===== src/rtl/pix_pack_pkg.sv =====
// Shared types for the pixel packer: FSM state, word width, byte enables.
// be_from_bits maps a valid-bit count to top-aligned byte write enables.
package pix_pack_pkg;

  localparam int WORD_W = 32;

  typedef enum logic [1:0] {
    ST_IDLE  = 2'd0,
    ST_RUN   = 2'd1,
    ST_FLUSH = 2'd2
  } state_e;

  // Valid bits are MSB-aligned, so enables grow from web[3] down.
  function automatic logic [3:0] be_from_bits(
    input logic [5:0] vb
  );
    logic [2:0] nbytes;
    logic [3:0] be;
    nbytes = 3'((7'(vb) + 7'd7) >> 3);
    case (nbytes)
      3'd0:    be = 4'b0000;
      3'd1:    be = 4'b1000;
      3'd2:    be = 4'b1100;
      3'd3:    be = 4'b1110;
      default: be = 4'b1111;
    endcase
    return be;
  endfunction

endpackage


===== src/rtl/pix_word_asm.sv =====
// Packs PIX_W-bit pixels MSB-first into 32-bit words.
// In: pix/pix_en/clr. Out: word (incl. current pixel), word_full, vbits.
module pix_word_asm
  import pix_pack_pkg::*;
#(
  parameter int PIX_W = 1
) (
  input  logic             clk,
  input  logic             rst_n,
  input  logic             clr,
  input  logic [PIX_W-1:0] pix,
  input  logic             pix_en,
  output logic [31:0]      word,
  output logic             word_full,
  output logic [5:0]       vbits
);

  localparam int NPIX = WORD_W / PIX_W;
  localparam logic [5:0] LAST = 6'(NPIX - 1);

  logic [5:0]  cnt_q, cnt_d;
  logic [31:0] sr_q, sr_d;
  logic [5:0]  sh;

  // Outputs already include this cycle's pixel so the
  // caller can register a full or final word directly.
  always_comb begin
    sh = 6'(WORD_W - PIX_W)
       - 6'(32'(cnt_q) * 32'(PIX_W));
    word = sr_q | (32'(pix) << sh);
    word_full = pix_en && (cnt_q == LAST);
    vbits = 6'((32'(cnt_q) + 32'd1) * 32'(PIX_W));
    cnt_d = cnt_q;
    sr_d  = sr_q;
    if (clr || word_full) begin
      cnt_d = '0;
      sr_d  = '0;
    end else if (pix_en) begin
      cnt_d = cnt_q + 6'd1;
      sr_d  = word;
    end
  end

  always_ff @(posedge clk or negedge rst_n) begin
    if (!rst_n) begin
      cnt_q <= '0;
      sr_q  <= '0;
    end else begin
      cnt_q <= cnt_d;
      sr_q  <= sr_d;
    end
  end

endmodule


===== src/rtl/pix_pack_bram.sv =====
// Packs a frame of pixels into 32-bit words and writes them to BRAM port B.
// In: start/abort/h/w/pix/pix_en. Out: BRAM port B, busy/done/ovf.
module pix_pack_bram
  import pix_pack_pkg::*;
#(
  parameter int          PIX_W     = 1,
  parameter logic [31:0] BASE_ADDR = 32'h4300_0000,
  parameter int          DIM_W     = 11
) (
  input  logic             clk,
  input  logic             rst_n,
  input  logic             start,
  input  logic             abort,
  input  logic [DIM_W-1:0] h,
  input  logic [DIM_W-1:0] w,
  input  logic [PIX_W-1:0] pix,
  input  logic             pix_en,
  output logic             clkb,
  output logic             rstb,
  output logic             enb,
  output logic [3:0]       web,
  output logic [31:0]      addrb,
  output logic [31:0]      dinb,
  input  logic [31:0]      doutb,
  output logic             busy,
  output logic             done,
  output logic             ovf
);

  localparam int TW = 2 * DIM_W;

  state_e       state_q, state_d;
  logic [TW-1:0] tot_q, tot_d;
  logic [TW-1:0] cnt_q, cnt_d;
  logic [31:0]  addr_q, addr_d;
  logic [31:0]  din_q, din_d;
  logic [3:0]   web_q, web_d;
  logic         enb_q, enb_d;
  logic         done_q, done_d;
  logic         ovf_q, ovf_d;
  logic         rstb_q, rstb_d;

  logic [TW-1:0] prod;
  logic         start_ok;
  logic         acc;
  logic         last;
  logic         asm_clr;
  logic [31:0]  a_word;
  logic         a_full;
  logic [5:0]   a_vbits;

  logic         unused_doutb;
  assign unused_doutb = ^doutb;

  pix_word_asm #(
    .PIX_W (PIX_W)
  ) u_asm (
    .clk       (clk),
    .rst_n     (rst_n),
    .clr       (asm_clr),
    .pix       (pix),
    .pix_en    (acc),
    .word      (a_word),
    .word_full (a_full),
    .vbits     (a_vbits)
  );

  always_comb begin
    prod = TW'(h) * TW'(w);
    start_ok = start && !abort
            && (state_q == ST_IDLE);
    acc = pix_en && !abort
       && (state_q == ST_RUN);
    last = acc && ((cnt_q + TW'(1)) == tot_q);
    // Partial word is dropped on abort, new frame
    // or once the final pixel has been handed out.
    asm_clr = abort || start_ok || last;

    state_d = state_q;
    tot_d   = tot_q;
    cnt_d   = cnt_q;
    addr_d  = enb_q ? addr_q + 32'd4 : addr_q;
    din_d   = din_q;
    web_d   = 4'b0000;
    enb_d   = 1'b0;
    done_d  = 1'b0;
    ovf_d   = ovf_q;
    rstb_d  = 1'b0;

    if (pix_en && (state_q == ST_FLUSH
        || (state_q == ST_IDLE && done_q)))
      ovf_d = 1'b1;

    if (abort) begin
      state_d = ST_IDLE;
      addr_d  = BASE_ADDR;
      cnt_d   = '0;
    end else begin
      unique case (state_q)
        ST_IDLE: begin
          if (start) begin
            ovf_d  = 1'b0;
            addr_d = BASE_ADDR;
            cnt_d  = '0;
            tot_d  = prod;
            if (prod == '0) done_d = 1'b1;
            else state_d = ST_RUN;
          end
        end
        ST_RUN: begin
          if (acc) begin
            cnt_d = cnt_q + TW'(1);
            if (a_full || last) begin
              enb_d = 1'b1;
              web_d = be_from_bits(a_vbits);
              din_d = a_word;
            end
            if (last) state_d = ST_FLUSH;
          end
        end
        ST_FLUSH: begin
          state_d = ST_IDLE;
          done_d  = 1'b1;
        end
        default: state_d = ST_IDLE;
      endcase
    end
  end

  always_ff @(posedge clk or negedge rst_n) begin
    if (!rst_n) begin
      state_q <= ST_IDLE;
      tot_q   <= '0;
      cnt_q   <= '0;
      addr_q  <= BASE_ADDR;
      din_q   <= '0;
      web_q   <= '0;
      enb_q   <= 1'b0;
      done_q  <= 1'b0;
      ovf_q   <= 1'b0;
      rstb_q  <= 1'b1;
    end else begin
      state_q <= state_d;
      tot_q   <= tot_d;
      cnt_q   <= cnt_d;
      addr_q  <= addr_d;
      din_q   <= din_d;
      web_q   <= web_d;
      enb_q   <= enb_d;
      done_q  <= done_d;
      ovf_q   <= ovf_d;
      rstb_q  <= rstb_d;
    end
  end

  assign clkb  = clk;
  assign rstb  = rstb_q;
  assign enb   = enb_q;
  assign web   = web_q;
  assign addrb = addr_q;
  assign dinb  = din_q;
  assign busy  = (state_q != ST_IDLE);
  assign done  = done_q;
  assign ovf   = ovf_q;

endmodule


===== config.mk =====
export PLATFORM = sky130hd
export DESIGN_NAME = pix_pack_bram
export DESIGN_NICKNAME = d
export VERILOG_FILES = /design/src/rtl/pix_pack_pkg.sv /design/src/rtl/pix_word_asm.sv /design/src/rtl/pix_pack_bram.sv
export SDC_FILE = /design/constraint.sdc
export NUM_CORES = 1
export LEC_CHECK = 0
export CORE_MARGIN = 2
export CORE_UTILIZATION = 30
export CTS_BUF_LIST = sky130_fd_sc_hd__clkbuf_4
export DETAILED_ROUTE_END_ITERATION = 8
export GPL_TIMING_DRIVEN = 0
export SETUP_SLACK_MARGIN = 0.1
export SYNTH_ARGS = -nofsm -noshare
export SYNTH_HDL_FRONTEND = slang
export SYNTH_SLANG_ARGS = --single-unit

===== constraint.sdc =====
create_clock -name clk -period 5.7 [get_ports clk]
set_input_delay 1.14 -clock clk [delete_from_list [all_inputs] [get_ports clk]]
set_output_delay 1.14 -clock clk [all_outputs]
set_load 0.01 [all_outputs]

==> results of run 1 <==
[cell usage in the layout (no fill, tap or decap), drive strengths merged, types with 4 or more instances in the layout]
cell type      count
a211o              4
a21oi             92
or2                8
buf              121
nand4             17
and3              15
a21o               7
mux2               4
clkbuf            65
clkinv             6
inv              105
dfstp              4
clkdlybuf4s50     77
a211oi             8
a31oi             13
xor2              38
o2111ai            5
a2111oi            4
nand2            154
nor3b              5
dfrtp            150
and4              17
xnor2             33
nand2b             5
ha                63
nand3             33
nor2             105
o31ai             12
fa                80
o21ai             65
or3                6
nor2b             10
nor3              12
o21a              38
and2              85
[worst max path at each step]
stage                from                     end  slack (ps)  depth (start not counted)
global placement    rst_n    dinb[17]$_DFFE_PN0P_       -2840                          1
finish               w[6]          done$_DFF_PN0_         190                         20
detailed placement   w[6]          done$_DFF_PN0_       -1100                         22
floorplan            w[2]  state_q[0]$_DFFE_PN0P_         -50                         19
CTS                 w[10]  state_q[0]$_DFFE_PN0P_         100                         20
global route         h[0]  state_q[0]$_DFFE_PN0P_          70                         21
[flip-flops by register name (all words and copies together) (netlist names)]
register     cells
u_asm.sr_q      32
done             1
addrb           30
ovf              1
u_asm.cnt_q      6
cnt_q           22
enb              1
dinb            32
tot_q           22
state_q          2
rstb             1
web              4
[cell families after synthesis]
group,count (synthesis),synth area share (%)
AOI/OAI and AO/OA,274,14.41
xor gates and xnor gates,71,5.265
adders and majority gates,143,20.24
buffers and inverters,180,6.251
DFF,154,32.67
muxes,7,0.6356
other,1,0.03175
and+or+nand+nor,486,20.50
[worst reg2reg max path: stages (launching register included)]
cell and delay [ps]:
dfrtp_1 470, ha_1 330, nand3_1 180, or2_0 240
clkbuf_1 170, or4_1 580, a22oi_1 210, nand4_1 160
nor4_2 530, a31oi_1 220, a211oi_1 340
[repair_timing]
item / 4_1_cts / 5_1_grt
gates resized for setup: 101 / 72
endpoints found under the setup margin: 6 / 3
setup buffers: 52 / 18
pin swaps: 47 / 56
[layout make-up]
| class | instances | share of cell area [%] |
|---|---|---|
| Multi-Input combinational cell | 984 | 51.45 |
| Timing Repair Buffer | 168 | 10.22 |
| Clock buffer | 22 | 1.116 |
| Inverter | 101 | 2.523 |
| Antenna cell | 2 | 0.03331 |
| Clock inverter | 14 | 1.132 |
| Tap cell | 518 | 4.313 |
| Buffer | 76 | 3.531 |
| Sequential cell | 154 | 25.68 |
[through the flow]
stage	hold WS, ps	cell area [µm²]	util, %
finish	394.7	15030	38.79
global route	374.9	15030	38.79
CTS	380.4	14830	38.27
detailed placement	479.3	13840	35.72
global placement	472.8	13810	35.64
floorplan	463.0	12180	-
[layer usage]
metal	share of wire [%]	vias to the layer above
li1	-	4805
met1	45	4802
met2	48	236
met3	4.3	46
met4	2.1	0
met5	0	-
[where the power goes]
group          internal (µW)  switching, µW
registers               1180           88.4
clock network            357            425
logic                   1780           1970
==> impl_metrics.toml, run 1 <==
[status]
status = "finished clean"

[route]
drc_errors = 0
vias_per_cell = 4.850
finalWirelength_um = 29580
via_count = 9889
routedWlPerCell_um = 14.51
ant_nets = 0
firstDrtPassIters = 4
drtIter0Drc = 382

[min_path]
min_path_type = "in2async"

[floorplan]
io_pins = 134
die_w_um = 202.4
initial_utilization_pct = 30.49
die_h_um = 202.4
die-area_mm2 = 0.04097
core_mm2 = 0.03874
fp-row-count = 72

[critical_path]
slowest_delay_ps = 590
critPathRequiredTime_ps = 6250
cpMostUsedCell = "fa_1"
crit_type = "in2reg"
crit_path_end_kind = "flip-flop"
crit_slowest_cell = "fa_1"
cp_max_fo = 8
arrival_ps = 6070
r2r_slack_ps = 2190
path_buf_inv = 5
cpLargestDelayFamily = "adder cells"
start_kind = "input pin"
reg2reg_depth = 10
cp_cell_sequence = "clkbuf_2 -> buf_8 -> buf_4 -> and2_1 -> fa_2 -> fa_1 -> fa_2 -> fa_1 -> inv_1 -> fa_1 -> inv_2 -> ha_4 -> a211o_1 -> a21oi_2 -> o2bb2ai_2 -> or3_4 -> or3b_4 -> o2111ai_4 -> nor4_4 -> a22o_1"
reg2reg_to = "web[2]$_DFF_PN0_"
r2r-start = "cnt_q[0]$_DFFE_PN0P_"

[timing]
clock.fmax_ghz = 0.1813
post-route-min-period_ps = 5515
setup_slack_ps = 185.4
fin_tns_setup_ps = 0
hold_violations = 0
tightest_slew_ps = 1207
fin_skew_ps = 20.95
period_share_pct = 96.75
finalSetupViolations = 0
slew_viol_final = 0
rsz0062_at_grt = "yes"
max_slew_margin_pct = 19.34

[synthesis]
synth_common_cells = "nand2_1, dfrtp_1, nor2_1"
synthArstFlopShare_pct = 100.0
synth_seq_area_share_pct = 32.67
synth.avg_cell_area_um2 = 8.974
yosysMostFrequentCell = "nand2_1"
syn_inst = 1316
yosysWarnings = 0
synth_area_mm2 = 0.01181
synthTopCellsByArea = "dfrtp_1, fa_1, ha_1, nand2_1, and2_1"
yosysTopAreaCell = "dfrtp_1"
ys_ff_latch = 154
synth_edf_count = 0
synth_top_cell_area_share_pct = 31.78
synth_flop_cell = "dfrtp_1"
synth.distinct_cells = 68

[clock_tree]
cts_tree = "built"
cts_hold_buf = 0
path_clk_slew_ps = 150
clk-insertion-delay-late_ps = 670

[grt]
grt_pass1_wl_um = 49450
grt_pass1_vias = 9843
use_met1_pct = 19.05
grt-busiest-layer = "met2"
grt_usage_pct = 14.75
gr-total-overflow = 0
gr-usage-met2_pct = 25.11
antenna_found_initial = 1
met3_usage_pct = 2.386
grt_max_degree = 100

[place]
placed_cells = 1935
dpl_worst_slack_ps = -1104
numPortBuffers = 98
hpwl_um = 22160
gp_congestion = 0.8770

[run]
max-cap-violations = 0

[power_and_ir_drop]
leakage_uw = 0.006640
p_per_area_mw_per_mm2 = 386.1
total_power_uw = 5802
ir_worst_vdd_uv = 358.0

[cells_and_area]
nFillCells = 3919
multi_input_area_mm2 = 0.007731
fin_cells = 2039
nets = 1709
area_delta_synth_final_pct = 27.23
register_area_mm2 = 0.003859
drive_gt1_share_pct = 17.84
No activity file was read; power rests on OpenSTA's default activity.
==> inputs of run 2 (changes only) <==
--- a/config.mk
+++ b/config.mk
@@ -9,7 +9,6 @@
 export CORE_UTILIZATION = 30
 export CTS_BUF_LIST = sky130_fd_sc_hd__clkbuf_4
 export DETAILED_ROUTE_END_ITERATION = 8
-export GPL_TIMING_DRIVEN = 0
 export SETUP_SLACK_MARGIN = 0.1
 export SYNTH_ARGS = -nofsm -noshare
 export SYNTH_HDL_FRONTEND = slang
==> run 2 against run 1 <==
Net effect:
- flip-flop and latch count is the same
- wire length down 6.7%
- utilization fell by 0.99 points
- setup slack improved by 16 ps
- register-to-register slack got worse by 220 ps
- combinational power rose by 10%
- final area down 2.6%
- clock skew grew 6.1 ps
- sequential share of layout area is 0.68 points higher
- largest power group unchanged
==> impl_metrics.toml, run 2 (synthesis results as in run 1) <==
[grt]
grt-busiest-layer = "met2"
grt_max_degree = 104
grt_pass1_vias = 9421
gr-usage-met2_pct = 23.25
met3_usage_pct = 2.306
use_met1_pct = 18.42
grt_usage_pct = 13.89
gr-total-overflow = 0
grt_pass1_wl_um = 47130
antenna_found_initial = 1

[status]
status = "finished clean"

[cells_and_area]
nFillCells = 3925
area_delta_synth_final_pct = 23.96
nets = 1678
drive_gt1_share_pct = 16.61
final_common_cell = "dfrtp_1"
postLayoutCoreUtil_pct = 37.79
mostFrequentLayoutCells = "dfrtp_1, nand2_1, buf_4, nor2_1, inv_1"

[floorplan]
fp-row-count = 72
die-area_mm2 = 0.04097
core_mm2 = 0.03874
die_h_um = 202.4
die_w_um = 202.4
initial_utilization_pct = 30.49
io_pins = 134

[route]
ant_nets = 0
drtIter0Drc = 373
finalWirelength_um = 27590
routedWlPerCell_um = 13.75
vias_per_cell = 4.759
firstDrtPassIters = 5
drc_errors = 0
via_count = 9552

[timing]
rsz0062_at_grt = "yes"
fin_skew_ps = 27.03
post-route-min-period_ps = 5499
clock.fmax_ghz = 0.1819
period_share_pct = 96.47
hold_violations = 0
hold_ws_ps = 504.5
slew_viol_final = 0
max_slew_margin_pct = 20.99
tightest_slew_ps = 1183
fin_tns_setup_ps = 0
finalSetupViolations = 0
setup_slack_ps = 201.3

[clock_tree]
path_clk_slew_ps = 140
clk-insertion-delay-late_ps = 680
cts_hold_buf = 0
cts_tree = "built"

[critical_path]
start_kind = "input pin"
r2r-start = "cnt_q[0]$_DFFE_PN0P_"
r2r_slack_ps = 1970
startpoint = "h[8]"
cp_max_fo = 6
reg2reg_depth = 11
cp-endpoint = "done$_DFF_PN0_"
critPathRequiredTime_ps = 6280
arrival_ps = 6080
crit_path_end_kind = "flip-flop"
crit_type = "in2reg"
reg2reg_to = "u_asm.sr_q[18]$_DFFE_PN0P_"

[power_and_ir_drop]
p_per_area_mw_per_mm2 = 416.4
leakage_uw = 0.006527
ir_worst_vdd_uv = 344.8

[min_path]
min_path_type = "reg2reg"

[place]
dpl_worst_slack_ps = -1094
numPortBuffers = 99
hpwl_um = 21080
gp_congestion = 0.8150

[run]
max-cap-violations = 0
-- run 2: layer usage --
metal | vias to the layer above | wire length, µm
met1 | 4607 | 12900
met2 | 176 | 13320
met3 | 22 | 992
met4 | 0 | 382
li1 | 4747 | -
met5 | - | 0
-- run 2: worst min path at each step --
| stage | slack, ps | start | end | depth (start not counted) |
|---|---|---|---|---|
| global placement | 470 | dinb[27]$_DFFE_PN0P_ | dinb[27]$_DFFE_PN0P_ | 1 |
| CTS | 510 | dinb[15]$_DFFE_PN0P_ | dinb[15]$_DFFE_PN0P_ | 1 |
| detailed placement | 480 | dinb[15]$_DFFE_PN0P_ | dinb[15]$_DFFE_PN0P_ | 1 |
| finish | 500 | dinb[27]$_DFFE_PN0P_ | dinb[27]$_DFFE_PN0P_ | 1 |
| global route | 530 | dinb[12]$_DFFE_PN0P_ | dinb[12]$_DFFE_PN0P_ | 1 |
| floorplan | 460 | u_asm.sr_q[1]$_DFFE_PN0P_ | u_asm.sr_q[1]$_DFFE_PN0P_ | 2 |
-- run 2: metrics by stage --
step / instances / area, µm² / total power [µW]
2_1_floorplan: 1318 / 12180 / 3643
3_3_place_gp: 1955 / 14060 / 4980
3_5_place_dp: 1955 / 14060 / 5021
4_1_cts: 2001 / 14510 / 5904
5_1_grt: 2007 / 14640 / 6637
6_report: 2007 / 14640 / 6097
-- run 2: repair_timing --
item	CTS	global route
endpoints found under the setup margin	8	3
buffers inserted	12	4
pin swaps	27	17
resized for setup	102	25
-- run 2: final cells by class --
cell class	count	area [µm²]	area share, %
tap	518	648.1	4.427
multi-input combinational	984	7616	52.02
clock inverter	13	132.6	0.9059
clock buffer	22	167.7	1.145
timing repair buffer	213	1833	12.52
inverter	101	379.1	2.590
sequential	154	3859	26.36
antenna	2	5.005	0.03419
-- run 2: critical path: stages --
cell	delay, ps
dlygate4sd2_1	240
buf_6	130
buf_4	150
and2_1	160
fa_1	500
fa_1	450
fa_1	520
fa_1	600
ha_4	220
ha_4	240
buf_4	150
and4_1	240
nand3_1	100
a31oi_1	70
or3_4	410
or3b_4	380
o2111ai_2	100
nor4_4	60
a22o_1	190
-- run 2: power breakdown --
| group | internal (µW) | switching (µW) | total, µW |
|---|---|---|---|
| registers | 1180 | 84.2 | 1260 |
| logic | 2150 | 1990 | 4140 |
| clock network | 267 | 431 | 698 |
